### src/rtl/fifo_write_arbiter.sv
// fifo_write_arbiter
// Round-robin arbiter that shares one byte-wide FIFO write port among
// NUM_REQ producers. A grant lasts for one burst, which ends on req_last,
// after MAX_BURST beats, or when the granted producer stalls for STALL_LIMIT
// cycles. A full FIFO only pauses a burst and never ends it, so a write
// never lands in a full FIFO and bytes from different producers never
// interleave inside a burst.
module fifo_write_arbiter #(
  parameter int NUM_REQ     = 4,
  parameter int MAX_BURST   = 4,
  parameter int STALL_LIMIT = 8
) (
  input  logic                       clk,
  input  logic                       rst,
  input  logic [NUM_REQ-1:0]         req_valid,
  input  logic [NUM_REQ*8-1:0]       req_data,
  input  logic [NUM_REQ-1:0]         req_last,
  output logic [NUM_REQ-1:0]         req_ready,
  output logic                       fifo_write,
  output logic [7:0]                 fifo_wdata,
  input  logic                       fifo_full,
  output logic [$clog2(NUM_REQ)-1:0] grant_id,
  output logic                       busy
);

  localparam int GW = $clog2(NUM_REQ);
  localparam int BW = $clog2(MAX_BURST + 1);
  localparam int SW = $clog2(STALL_LIMIT + 1);

  typedef enum logic {
    IDLE  = 1'b0,
    GRANT = 1'b1
  } state_t;

  state_t        state_q, state_d;
  logic [GW-1:0] grant_id_q, grant_id_d;
  logic [BW-1:0] beat_cnt_q, beat_cnt_d;
  logic [SW-1:0] stall_cnt_q, stall_cnt_d;

  logic          wr_en;
  logic [7:0]    req_byte [NUM_REQ];

  for (genvar i = 0; i < NUM_REQ; i++) begin : g_unpack
    assign req_byte[i] = req_data[i*8 +: 8];
  end

  // Write port and per-requester ready, driven only for the granted requester
  always_comb begin
    req_ready  = '0;
    wr_en      = 1'b0;
    fifo_wdata = 8'h00;
    if (state_q == GRANT) begin
      req_ready[grant_id_q] = ~fifo_full;
      wr_en                 = req_valid[grant_id_q] & ~fifo_full;
      if (wr_en) begin
        fifo_wdata = req_byte[grant_id_q];
      end
    end
  end

  assign fifo_write = wr_en;
  assign grant_id   = grant_id_q;
  assign busy       = (state_q == GRANT);

  // Next-state: round-robin pick in IDLE, burst/stall accounting in GRANT
  always_comb begin
    logic          found;
    logic [GW-1:0] idx;
    logic [BW-1:0] beat_inc;
    logic [SW-1:0] stall_inc;
    state_d     = state_q;
    grant_id_d  = grant_id_q;
    beat_cnt_d  = beat_cnt_q;
    stall_cnt_d = stall_cnt_q;
    found       = 1'b0;
    idx         = grant_id_q;
    beat_inc    = beat_cnt_q + 1'b1;
    stall_inc   = stall_cnt_q + 1'b1;
    if (state_q == IDLE) begin
      // Scan starts just after the last winner so it gets lowest priority
      for (int i = 0; i < NUM_REQ; i++) begin
        idx = (idx == GW'(NUM_REQ - 1)) ? '0 : idx + 1'b1;
        if (!found && req_valid[idx]) begin
          found      = 1'b1;
          grant_id_d = idx;
        end
      end
      if (found) begin
        state_d     = GRANT;
        beat_cnt_d  = '0;
        stall_cnt_d = '0;
      end
    end else begin
      if (wr_en) begin
        beat_cnt_d  = beat_inc;
        stall_cnt_d = '0;
        if (req_last[grant_id_q] || (beat_inc == BW'(MAX_BURST))) begin
          state_d = IDLE;
        end
      end else if (!req_valid[grant_id_q]) begin
        stall_cnt_d = stall_inc;
        if (stall_inc == SW'(STALL_LIMIT)) begin
          state_d = IDLE;
        end
      end
    end
  end

  // State registers with synchronous reset; last winner starts as NUM_REQ-1
  always_ff @(posedge clk) begin
    if (rst) begin
      state_q     <= IDLE;
      grant_id_q  <= GW'(NUM_REQ - 1);
      beat_cnt_q  <= '0;
      stall_cnt_q <= '0;
    end else begin
      state_q     <= state_d;
      grant_id_q  <= grant_id_d;
      beat_cnt_q  <= beat_cnt_d;
      stall_cnt_q <= stall_cnt_d;
    end
  end

endmodule

### config.mk
export PLATFORM = sky130hd
export DESIGN_NAME = fifo_write_arbiter
export DESIGN_NICKNAME = d
export VERILOG_FILES = /design/src/rtl/fifo_write_arbiter.sv
export SDC_FILE = /design/constraint.sdc
export NUM_CORES = 1
export LEC_CHECK = 0
export CAP_MARGIN = 15
export CORE_MARGIN = 5
export CORE_UTILIZATION = 25
export CTS_CLUSTER_SIZE = 14
export DETAILED_ROUTE_END_ITERATION = 8
export GPL_TIMING_DRIVEN = 0
export PLACE_DENSITY = 0.68
export SLEW_MARGIN = 20
export SYNTH_ARGS = -nofsm -noshare
export SYNTH_HDL_FRONTEND = slang
export SYNTH_SLANG_ARGS = --single-unit
export TNS_END_PERCENT = 100
### constraint.sdc
create_clock -name clk -period 2.7 [get_ports clk]
set_input_delay 0.54 -clock clk [delete_from_list [all_inputs] [get_ports clk]]
set_output_delay 0.54 -clock clk [all_outputs]
set_load 0.01 [all_outputs]
Word level (Yosys, flattened, before mapping) --
Cells that the tools add are included.
Cells by class: add/subtract/negate cells 6, multiply operators 0, div/mod/pow operators 0, $lt $le $gt $ge 7, equal/unequal tests 8, shifts and indexed selects 0, muxes and demuxes 50, bitwise operators 5, reductions and logical operators 13
Operators with widths (number):
- 8-bit 2-to-1 mux | 4
- 1-bit 2-to-1 mux | 22
- 4-bit 2-to-1 mux | 5
- 8-bit binary-select mux with 2-bit select | 1
- 2-bit 2-to-1 mux | 8
- 2-bit by 3-bit < comparator with 1-bit output, second input constant | 5
- 1-bit binary-select mux with 2-bit select | 6
- 3-bit 2-to-1 mux | 3
- 2-bit by 1-bit adder with 2-bit output, second input constant | 4
- 2-bit equality test, second input constant | 4
- 2-bit AND reduction | 3
- 4-bit by 1-bit adder with 4-bit output, second input constant | 1
- 4-bit bitwise AND | 1
- 4-bit equality test, second input constant | 1
- 1-bit logical AND | 4
- 4-bit nonzero test | 1
- 3-bit by 1-bit adder with 3-bit output, second input constant | 1
- 3-bit equality test, second input constant | 1
- 3-bit >= comparator, second input constant | 1
- 1-bit logical NOT | 3
- 3-bit != test, second input constant | 1
- 2-bit inverter with 3-bit output | 1
- 1-bit demux with 2-bit select | 1
- 2-bit by 1-bit >= comparator with 1-bit output, second input constant | 1
- other kinds (5) | 6
Word-level totals: register bits 10, bits in latches 0, RAM bits 0, memory bits (read-only) 0, input bits 43, output and inout port bits 16, logic and storage cells 93, memories kept 0

Logic depth before layout (Yosys ltp) --
depth after elaboration 20, depth in mapped cells 7, gate-level depth less buffers 6

Least setup slack after synthesis --
Ideal clock, no wire load.
kind reg-to-reg, from reg grant_id_q[0] (netlist: grant_id[0]), to reg grant_id_q[1] (netlist: grant_id[1]), setup time 0.120 ns, arrival time 2.120 ns, required time 2.580 ns, setup slack 0.460 ns, cell stages (with the launch flop) 8, path buffers 1, period minus slack after synthesis 2.240 ns, path through dfxtp_1 -> buf_2 -> inv_1 -> ha_1 -> or3_2 -> o2111ai_1 -> a21oi_1 -> a211o_1
Between the ends: longest elaborated chain between the ends 18, elaborated cells between the ends (all ways) 38, classes of those cells 4 x add/sub; 4 x eq/ne; 22 x mux; 8 x reduce/logical
RTL lines:
- start: declaration | RTL line 36 | logic [GW-1:0] grant_id_q, grant_id_d;
- start signal: assignment | RTL line 113 | grant_id_q <= GW'(NUM_REQ - 1);
- start signal: assignment | RTL line 118 | grant_id_q <= grant_id_d;
- 2-bit by 1-bit adder with 2-bit output / 2-bit equality test (equally long branches) | RTL line 82 | idx = (idx == GW'(NUM_REQ - 1)) ? '0 : idx + 1'b1;
- 2-bit 2-to-1 mux (*) | RTL line 82
- branches (longest 16 deep; another with 2-bit by 1-bit adder with 2-bit output)
Every way passes the cells marked *. The select of a mux whose other input is x is not followed. A chain may end at the register's enable or synchronous reset.

Worst setup path in the final report --
from in fifo_full, to out req_ready[2]
Between the ends: longest elaborated chain between the ends 3
RTL lines:
- start: declaration | RTL line 21 | input logic fifo_full,
- 1-bit inverter | RTL line 53 | req_ready[grant_id_q] = ~fifo_full;
- 4-bit bitwise AND (no source line)
- 4-bit 2-to-1 mux | RTL line 52 | if (state_q == GRANT) begin
- end: declaration | RTL line 18 | output logic [NUM_REQ-1:0] req_ready,
Every way passes these cells.

==> results.sh <==
export IMPL_antenna_found_initial=0
export IMPL_n_antenna_cell=0
export IMPL_dieArea_um2=5360
export IMPL_yosysWarnings=0
export IMPL_wl_met2_um=1680
export IMPL_ant_nets=0
export IMPL_crit_fanout=10
export IMPL_track_usage_pct=12.6
export IMPL_synth_distinct_cells=38
export IMPL_async_flop_share_pct=0
export IMPL_postCtsHoldBufs=0
export IMPL_routed_wl_um=3210
export IMPL_path_clk_slew_ps=50
export IMPL_synth_top_cell_by_area="mux4_2"
export IMPL_syn_area_um2=998
export IMPL_num_vias=1066
export IMPL_tritoncts="yes"
export IMPL_seq_area_um2=201
export IMPL_finalSetupViolCount=0
export IMPL_rr_endpoint="grant_id[1]"
export IMPL_period_minus_slack_ps=2620
export IMPL_required_ps=2160
export IMPL_reg2regPathDepth=7
export IMPL_worstReg2RegStart="grant_id[1]"
export IMPL_ys_seq_area_share_pct=20.1
export IMPL_yosys_area_top_type_share_pct=22.6
export IMPL_end_kind="primary output"
export IMPL_drt_pass1_iter_count=4
export IMPL_p_leak_nw=0.733
export IMPL_skew_ps=1.75
export IMPL_path_class="primary input to primary output"
export IMPL_fin_area_um2=1700
export IMPL_hold_depth=2
export IMPL_detail_route_wl_per_cell_um=14.7
export IMPL_worst_pin_slew_ps=488
export IMPL_finalNetCount=221
export IMPL_synth_compound_area_share_pct=14.7
export IMPL_placed_area_um2=1630
export IMPL_die_y_um=73.2
export IMPL_grt_pass1_wl_um=5210
export IMPL_grt_max_degree=11
export IMPL_fmax_mhz=381
export IMPL_period_share_pct=97.2
export IMPL_drive_above_1_share_pct=20.1
export IMPL_overflow=0
export IMPL_cts_sinks=10
export IMPL_fp_row_count=23
export IMPL_netlist_instances=107
export IMPL_fill_cells=399
export IMPL_dr_wl_met3_um=101
export IMPL_die_width_um=73.2
export IMPL_worstPathArrival_ps=2080
export IMPL_via_per_inst=4.87
export IMPL_synth_top_family_by_area="simple AND/OR/NAND/NOR gates"
export IMPL_cts_buffers_inserted=3
export IMPL_drv_slew=0
export IMPL_reg2reg_slack_ps=430
export IMPL_synth_area_top_cells="mux4_2, dfxtp_1, ha_1"
export IMPL_vdd_drop_max_v=0.000176
export IMPL_synthSimpleGateAreaFrac_pct=24.2
export IMPL_initial_core_util_pct=25.3
export IMPL_synth_edff_count=0
export IMPL_ios=59
export IMPL_htreeDepth=1
export IMPL_synthTopCellsByCount="dfxtp_1, mux4_2, and3_2, ha_1, inv_1"
export IMPL_critPathLaunch="fifo_full"
export IMPL_hold_viol=0
export IMPL_worstSetupStartpointType="primary input"
export IMPL_area_growth_pct=70.6
export IMPL_hold_path_class="flip-flop to flip-flop"
export IMPL_p_per_area_nw_per_um2=384
export IMPL_drtIter0Drc=25
export IMPL_place_congestion=0.853
export IMPL_root_buffer="clkbuf_8"
export IMPL_drcViolationCount=0
export IMPL_rsz0062_at_grt="no"
export IMPL_status="finished clean"
export IMPL_synth_mux_area_share_pct=23.7
export IMPL_hpwl_um=2680
export IMPL_multiInputGateArea_um2=758
export IMPL_portBuffers=57
export IMPL_cap_violations=0
export IMPL_synth_net_count=158
export IMPL_synth_xor_area_share_pct=2.63
export IMPL_synth_seq_cells=10
export IMPL_clk_latency_ps=240
export IMPL_synth_fa_ha_area_share_pct=10.0
export IMPL_slew_headroom_pct=67.5
export IMPL_totalPowerFinal_w=0.000654
export IMPL_grt_pass1_vias=1077
export IMPL_synth_ff_type="dfxtp_1"
export IMPL_synth_avg_cell_area_um2=9.33
export IMPL_wl_met1_um=1360
export IMPL_fp_coreArea_um2=3940
export IMPL_crit_end="req_ready[2]"
export IMPL_final_core_util_pct=43.2
export IMPL_cts_path_max_buffers=2
export IMPL_top_layer="met4"
[cell usage in the layout, fill, tap and decap left out, drive strengths merged]
| master | n |
|---|---|
| a211o | 2 |
| a211oi | 2 |
| a21oi | 7 |
| a222oi | 1 |
| a311oi | 1 |
| a31oi | 1 |
| and2 | 4 |
| and3 | 8 |
| buf | 3 |
| clkbuf | 7 |
| clkdlybuf4s50 | 44 |
| dfxtp | 10 |
| dlygate4sd2 | 13 |
| ha | 8 |
| inv | 7 |
| mux2 | 1 |
| mux4 | 10 |
| nand2 | 5 |
| nand2b | 1 |
| nand3 | 5 |
| nand3b | 2 |
| nand4b | 1 |
| nor2 | 6 |
| nor2b | 1 |
| nor3 | 1 |
| nor4 | 1 |
| nor4b | 1 |
| o2111ai | 1 |
| o21a | 1 |
| o21ai | 3 |
| o22ai | 3 |
| or2 | 2 |
| or2b | 1 |
| or3 | 2 |
| xnor2 | 2 |
| xor2 | 1 |
[sequential cells by signal (all words and copies together), names as in the netlist]
signal and count:
stall_cnt_q 4, grant_id 2, busy 1, beat_cnt_q 3
[routing by layer]
| layer | GRT usage (%) | vias up |
|---|---|---|
| met4 | 4.51 | 0 |
| met2 | 22.4 | 24 |
| met5 | 0 | - |
| met3 | 1.79 | 7 |
| met1 | 15.3 | 503 |
| li1 | - | 532 |
[cells by family after synthesis]
logic type                 count (synthesis)
and+or+nand+nor                           41
AOI/OAI and AO/OA                         22
buffers and inverters                     12
muxes                                     11
DFF                                       10
adders and majority gates                  8
xor gates and xnor gates                   3
[power by group]
| part | switching [W] | internal (W) | total (W) |
|---|---|---|---|
| logic | 0.000113 | 0.000172 | 0.000286 |
| clock network | 0.0000645 | 0.000129 | 0.000193 |
| registers | 0.0000177 | 0.000157 | 0.000175 |
[critical path, cell delays in order]
cell and delay, ps:
clkdlybuf4s50_1 490, nor2b_4 180, clkbuf_4 200, and2_1 130
clkdlybuf4s50_1 550
[metrics by stage]
step / setup WS (ps) / setup TNS (ps) / cells / hold slack, ps
after floorplan: 460 / 0 / 107 / 460
after global placement: -383 / -3710 / 214 / 468
after detailed placement: -389 / -3800 / 214 / 475
after CTS: 9.69 / 0 / 219 / 482
after global routing: 10.0 / 0 / 219 / 507
final: 76.5 / 0 / 219 / 481
[final cells by class]
| type | instances | area share [%] |
|---|---|---|
| timing repair buffer | 58 | 33.0 |
| sequential | 10 | 11.8 |
| multi-input combinational | 85 | 44.5 |
| clock buffer | 4 | 3.23 |
| tap | 50 | 3.67 |
| inverter | 7 | 1.54 |
| buffer | 5 | 2.20 |
[worst min-delay path by stage]
stage	startpoint	to	slack, ps
6_report	stall_cnt_q[3]	stall_cnt_q[3]	480
5_1_grt	stall_cnt_q[3]	stall_cnt_q[3]	510
4_1_cts	stall_cnt_q[3]	stall_cnt_q[3]	480
3_5_place_dp	stall_cnt_q[3]	stall_cnt_q[3]	470
3_3_place_gp	stall_cnt_q[3]	stall_cnt_q[3]	470
2_1_floorplan	stall_cnt_q[3]	stall_cnt_q[3]	460
[what timing repair did]
item	CTS	global route
endpoints found under the hold margin	0	0
setup endpoints to repair	13	13
gates resized for setup	18	5
pin swaps	0	0
setup buffers	1	0
Note: power is estimated with default switching activity, not from simulation.
